### src/rtl/proc_mem_arb_pkg.sv
// Shared types and constants for the processor memory arbiter.
// src_t  : which processor port issued a memory request
// tag_t  : per-request record kept in the in-order tag queue
package proc_mem_arb_pkg;

  typedef enum logic {
    SRC_IMEM = 1'b0,
    SRC_DMEM = 1'b1
  } src_t;

  localparam logic MEMREQ_READ  = 1'b0;
  localparam logic MEMREQ_WRITE = 1'b1;

  // wr marks a data write so its ack can be returned with zero data.
  typedef struct packed {
    src_t src;
    logic wr;
  } tag_t;

endpackage

### src/rtl/proc_mem_arb_tagq.sv
// In-order tag queue: circular FIFO of DEPTH request tags.
// Ports:
//   clk, rst        clock, asynchronous active-high reset
//   enq, enq_tag    push a tag (ignored when full)
//   deq             pop the head tag (ignored when empty)
//   head            tag at the head of the queue
//   full, empty     occupancy flags
module proc_mem_arb_tagq
  import proc_mem_arb_pkg::*;
#(
  parameter int unsigned DEPTH = 4
) (
  input  logic clk,
  input  logic rst,
  input  logic enq,
  input  tag_t enq_tag,
  input  logic deq,
  output tag_t head,
  output logic full,
  output logic empty
);

  localparam int unsigned PtrW = $clog2(DEPTH);
  localparam logic [PtrW-1:0] PtrOne  = 1;
  localparam logic [PtrW:0]   CntOne  = 1;
  localparam logic [PtrW:0]   CntFull = (PtrW + 1)'(DEPTH);

  logic [PtrW-1:0] wr_ptr_q, rd_ptr_q;
  logic [PtrW:0]   count_q;
  tag_t            mem_q [DEPTH];
  logic            enq_ok, deq_ok;

  assign full   = (count_q == CntFull);
  assign empty  = (count_q == '0);
  assign enq_ok = enq & ~full;
  assign deq_ok = deq & ~empty;
  assign head   = mem_q[rd_ptr_q];

  always_ff @(posedge clk or posedge rst) begin
    if (rst) begin
      wr_ptr_q <= '0;
      rd_ptr_q <= '0;
      count_q  <= '0;
      for (int i = 0; i < DEPTH; i++) mem_q[i] <= '0;
    end else begin
      if (enq_ok) begin
        mem_q[wr_ptr_q] <= enq_tag;
        wr_ptr_q        <= wr_ptr_q + PtrOne;
      end
      if (deq_ok) rd_ptr_q <= rd_ptr_q + PtrOne;
      if (enq_ok && !deq_ok)      count_q <= count_q + CntOne;
      else if (!enq_ok && deq_ok) count_q <= count_q - CntOne;
    end
  end

endmodule

### src/rtl/proc_mem_arb.sv
// Two-port to one-port memory arbiter for the TinyRV1 processor.
// Merges fetch (imem) and data (dmem) requests onto one memory port, tags each
// issued request with its source, and steers in-order responses back.
// Ports: clk/rst, imemreq_*/imemresp_* fetch side, dmemreq_*/dmemresp_* data
// side, memreq_*/memresp_* merged memory side.
// Build option: define PROC_MEM_ARB_RR_EN for round-robin arbitration;
// otherwise dmem has fixed priority over imem.
module proc_mem_arb
  import proc_mem_arb_pkg::*;
#(
  parameter int unsigned DEPTH = 4
) (
  input  logic        clk,
  input  logic        rst,
  input  logic        imemreq_val,
  output logic        imemreq_rdy,
  input  logic [31:0] imemreq_addr,
  output logic        imemresp_val,
  output logic [31:0] imemresp_data,
  input  logic        dmemreq_val,
  output logic        dmemreq_rdy,
  input  logic        dmemreq_type,
  input  logic [31:0] dmemreq_addr,
  input  logic [31:0] dmemreq_wdata,
  output logic        dmemresp_val,
  output logic [31:0] dmemresp_data,
  output logic        memreq_val,
  input  logic        memreq_rdy,
  output logic        memreq_type,
  output logic [31:0] memreq_addr,
  output logic [31:0] memreq_wdata,
  input  logic        memresp_val,
  input  logic [31:0] memresp_data
);

  logic full, empty, issue_ok, fire, deq;
  src_t winner;
  tag_t head, enq_tag;

`ifdef PROC_MEM_ARB_RR_EN
  src_t last_q;

  // Reset value makes imem win the first conflict.
  always_ff @(posedge clk or posedge rst) begin
    if (rst)       last_q <= SRC_DMEM;
    else if (fire) last_q <= winner;
  end
`endif

  always_comb begin
    if (imemreq_val && dmemreq_val) begin
`ifdef PROC_MEM_ARB_RR_EN
      winner = (last_q == SRC_DMEM) ? SRC_IMEM : SRC_DMEM;
`else
      winner = SRC_DMEM;  // memory stage holds the older instruction
`endif
    end else if (dmemreq_val) begin
      winner = SRC_DMEM;
    end else begin
      winner = SRC_IMEM;
    end
  end

  // rst gating keeps every output at zero while reset is held.
  assign issue_ok   = ~full & ~rst;
  assign memreq_val = (imemreq_val | dmemreq_val) & issue_ok;
  assign fire       = memreq_val & memreq_rdy;

  assign imemreq_rdy = imemreq_val & (winner == SRC_IMEM) & memreq_rdy & issue_ok;
  assign dmemreq_rdy = dmemreq_val & (winner == SRC_DMEM) & memreq_rdy & issue_ok;

  always_comb begin
    memreq_type  = MEMREQ_READ;
    memreq_addr  = '0;
    memreq_wdata = '0;
    if (memreq_val) begin
      if (winner == SRC_DMEM) begin
        memreq_type  = dmemreq_type;
        memreq_addr  = dmemreq_addr;
        memreq_wdata = dmemreq_wdata;
      end else begin
        memreq_addr = imemreq_addr;
      end
    end
  end

  assign enq_tag.src = winner;
  assign enq_tag.wr  = (winner == SRC_DMEM) & (dmemreq_type == MEMREQ_WRITE);

  // A response against an empty queue is dropped rather than popped.
  assign deq = memresp_val & ~empty;

  proc_mem_arb_tagq #(
    .DEPTH(DEPTH)
  ) u_tagq (
    .clk    (clk),
    .rst    (rst),
    .enq    (fire),
    .enq_tag(enq_tag),
    .deq    (deq),
    .head   (head),
    .full   (full),
    .empty  (empty)
  );

  assign imemresp_val  = deq & (head.src == SRC_IMEM);
  assign dmemresp_val  = deq & (head.src == SRC_DMEM);
  assign imemresp_data = imemresp_val ? memresp_data : '0;
  assign dmemresp_data = (dmemresp_val && !head.wr) ? memresp_data : '0;

`ifndef SYNTHESIS
  a_resp_with_tag : assert property (@(posedge clk) disable iff (rst) !(memresp_val && empty))
    else $error("proc_mem_arb: memory response with no outstanding request");
`endif

endmodule

### config.mk
export PLATFORM = sky130hd
export DESIGN_NAME = proc_mem_arb
export DESIGN_NICKNAME = d
export VERILOG_FILES = /design/src/rtl/proc_mem_arb_pkg.sv /design/src/rtl/proc_mem_arb_tagq.sv /design/src/rtl/proc_mem_arb.sv
export SDC_FILE = /design/constraint.sdc
export NUM_CORES = 1
export LEC_CHECK = 0
export CAP_MARGIN = 10
export CORE_AREA = 2 2 104 106
export DETAILED_ROUTE_END_ITERATION = 8
export DIE_AREA = 0 0 106 108
export PLACE_DENSITY_LB_ADDON = 0.05
export SETUP_SLACK_MARGIN = 0.02
export SLEW_MARGIN = 25
export SYNTH_ARGS = -nofsm -noshare
export SYNTH_HDL_FRONTEND = slang
export SYNTH_SLANG_ARGS = --single-unit
### constraint.sdc
create_clock -name clk -period 2 [get_ports clk]
set_input_delay 0.5 -clock clk [delete_from_list [all_inputs] [get_ports clk]]
set_output_delay 0.5 -clock clk [all_outputs]
set_load 0.05 [all_outputs]
==> key figures <==
Detailed routing
  • Initial drt markers: 45
  • DR DRC count: 0
  • Number of vias per cell: 4.51
  • Post-DRT Antenna Nets: 0
  • WL final: about 13000 microns
  • Router iterations before antenna repair: 6
  • Vias: 3142
  • Avg WL per Cell: 18.2 microns

Floorplan
  • I/O pin count: 269
  • Initial Util: 0.200
  • Die height: 108 microns
  • Row count: 37
  • Core area: just over 0.01 sq mm
  • Die width: approximately 110 microns
  • Die ar.: approximately 0.011 sq mm

Cells and area
  • Post-route cell area: 0.00766 sq mm
  • Fraction of layout cells with a size suffix above 1: 0.645
  • P&R area growth vs syn: 274%
  • Layout Nets: 703
  • Antenna diodes: 0
  • Layout fillers: 669

Synthesis
  • Synth top area cells: and3_1, dfrtp_1, mux2i_1
  • Synth top area share: 0.189
  • Yosys top cell by area: and3_1
  • Syn nets: between 300 and 400
  • Mapped cell area: 0.00205 sq mm
  • Yosys warns: 0
  • Register bit total from synthesis: 15
  • Syn Inst Count: 256
  • Unique cell type count in the Yosys netlist: 27
  • Post-synthesis sequential area ratio: 0.183
  • Synth Area per Inst: 8.01 sq um

Timing
  • Tmin final: 2.37 ns
  • Setup Skew: 0.00255 ns
  • Endpoints failing hold: 0
  • Period utilisation layout: 1.19
  • Max Clk Rate: 421 MHz
  • Final Max Tran Viols: 0
  • Final setup viols: 134
  • Unrepaired setup endpoints after global routing: yes
  • Setup TNS: -38.12 ns
  • Final setup margin: -0.373 ns
  • Rel. slew slack: 0.612
  • Slew @ Worst Pin: 0.581 ns

Global route
  • Total GRT Usage: 0.210
  • Met1 demand-to-capacity share in global routing: 0.212
  • GR Layer Usage met2: 0.424
  • Met3 GRT Util: 0.0615
  • Number of global-route vias before repair: 3392
  • First-pass GRT wire length: ~19000 microns
  • GR Overflow Total: 0
  • Largest net degree at the start of global routing: 34
  • Initial antenna violation count: 0
  • Gr busiest metal: met2

Clocking
  • Clock tree sinks: 15
  • Reg clk slew, reported paths: about 0.060 ns
  • H-tree levels: 1
  • CTS tree: yes
  • CTS max path bufs: 2
  • Root buffer cell: clkbuf_8
  • Clk_lat worst skew: 0.25 ns
  • CTS hold repair buffers: 0
  • Total CTS buffers: 3

Power
  • Lkg Pwr: 3.23 nW
  • PwrDens: 1190 mW/mm^2
  • Max IR drop VDD: between 900 and 1000 uV
  • PnR Total Power: 9.14 mW

Worst setup path
  • CP Cell Sequence: mux4_2, nor2b_4, buf_12, and3_4, buf_12
  • Critical Path AT: 1.87 ns
  • Cell mode on critical path: buf_12
  • Required @ worst endpoint: 1.50 ns
  • Critical path peak fanout: 18
  • Crit. Startpoint: u_tagq.rd_ptr_q[0]
  • Reg2Reg Capture Point: u_tagq.count_q[2]
  • Slowest CP cell: mux4_2
  • Reg-to-reg startpoint: u_tagq.count_q[1]
  • Reg2reg setup slack: -0.09 ns
  • Startpoint Class: register
  • R2R depth: 10
  • WS Path Type: register to primary output
  • CP max stage delay: about 0.54 ns
  • CP endpoint: dmemresp_data[31]
  • Critical Path Sink Type: primary output

Outcome
  • Failing checks: setup timing
  • Outcome: finished, violations left

Place
  • Port buffer count: ~270
  • Placed Area: 0.00682 sq mm
  • RD Place Congestion: 0.799
  • DP Wirelength: 9850 microns

Flow run
  • Max-cap violations: 0

Worst hold path
  • Hold Crit Class: register to register
state kept, by name (all words and copies together) (netlist names):
register,flops
u_tagq.wr_ptr_q,2
u_tagq.rd_ptr_q,2
u_tagq.mem_q,8
u_tagq.count_q,3
synth_stat cells:
cell,n
nand2_1,2
buf_1,1
o31a_1,1
nor4_1,1
mux2i_1,34
and2_1,34
ha_1,5
and3_1,62
and3_2,2
nor3b_2,1
nor3_1,1
fa_1,1
inv_1,6
xor2_1,2
nor2b_4,1
dfrtp_1,15
clkbuf_1,14
nor2_1,36
buf_2,8
nor4b_1,4
nor3b_1,2
xnor2_1,4
or3_1,1
buf_6,4
mux4_2,2
mux2_2,11
o21ai_0,1
worst min-delay path by stage:
stage	startpoint	to	slack, ns	cells after the start
after floorplan	u_tagq.count_q[2]	u_tagq.count_q[2]	0.45	1
after global placement	u_tagq.mem_q[4]	u_tagq.mem_q[4]	0.49	1
after detailed placement	u_tagq.mem_q[2]	u_tagq.mem_q[2]	0.49	1
after CTS	u_tagq.mem_q[2]	u_tagq.mem_q[2]	0.51	1
after global routing	u_tagq.mem_q[2]	u_tagq.mem_q[2]	0.51	1
final	u_tagq.mem_q[2]	u_tagq.mem_q[2]	0.50	1
cell families (layout without fill, tap and decap cells):
| logic type | Yosys count | after routing | synth area share |
|---|---|---|---|
| xor+xnor | 6 | 6 | 0.0256 |
| buf+inv | 33 | 338 | 0.0800 |
| simple gates | 147 | 147 | 0.416 |
| flops | 15 | 15 | 0.183 |
| mux | 47 | 47 | 0.248 |
| fa+ha+maj | 6 | 6 | 0.0403 |
| compound gates | 2 | 2 | 0.00671 |
metal layers:
layer	vias up	routed length (microns)
li1	1499	-
met1	1463	4240
met2	165	7170
met3	15	1020
met4	0	219
met5	-	0
area by class of cell:
type	instances	area [sq um]	area share
repair buffers	328	4810	0.628
clock buffers	4	45.0	0.00588
multi-input cells	208	2220	0.290
inverters	6	37.5	0.00490
well taps	136	170	0.0222
flip-flops and latches	15	378	0.0493
layout by cell type, fill, tap and decap left out, types with 3 or more instances in the layout:
cell	instances
nor3b_4	3
clkbuf_8	3
and3_4	49
inv_1	3
buf_6	15
buf_8	7
clkdlybuf4s50_1	129
mux2i_1	34
buf_16	4
ha_1	4
buf_4	23
xnor2_1	4
and2_4	34
and3_2	15
dfrtp_1	13
buf_12	143
nor2_4	34
mux2_2	9
where the power goes:
| group | internal, mW | leakage [nW] | total, mW | switching [mW] |
|---|---|---|---|---|
| Combinational | 4.34 | 3.03 | 8.29 | 3.95 |
| Sequential | 0.460 | 0.181 | 0.602 | 0.142 |
| Clock | 0.141 | 0.0228 | 0.247 | 0.106 |
per-stage QoR:
stage                     hold WS [ns]  cells  utilization  worst slack, ns
after floorplan                  0.454    256            -           -0.252
after global placement           0.492    664        0.666           -0.617
after detailed placement         0.492    664        0.666           -0.639
after CTS                        0.506    690        0.735           -0.433
after global routing             0.514    697        0.749           -0.448
final                            0.501    697        0.749           -0.373
critical path, delay by kind of cell (launching register included):
kind | cells | cell delay (ns)
buffers and inverters | 2 | 0.30
AND/OR/NAND/NOR | 2 | 0.39
flip-flops | 1 | 0.40
multiplexers | 1 | 0.54
repair_timing:
action	in CTS	in global routing
hold endpoints to repair	0	0
gates resized for setup	127	27
gates cloned	10	1
endpoints found under the setup margin	142	139
buffers inserted	15	11
pin swaps	55	16
No activity file was read; power rests on OpenSTA's default activity.
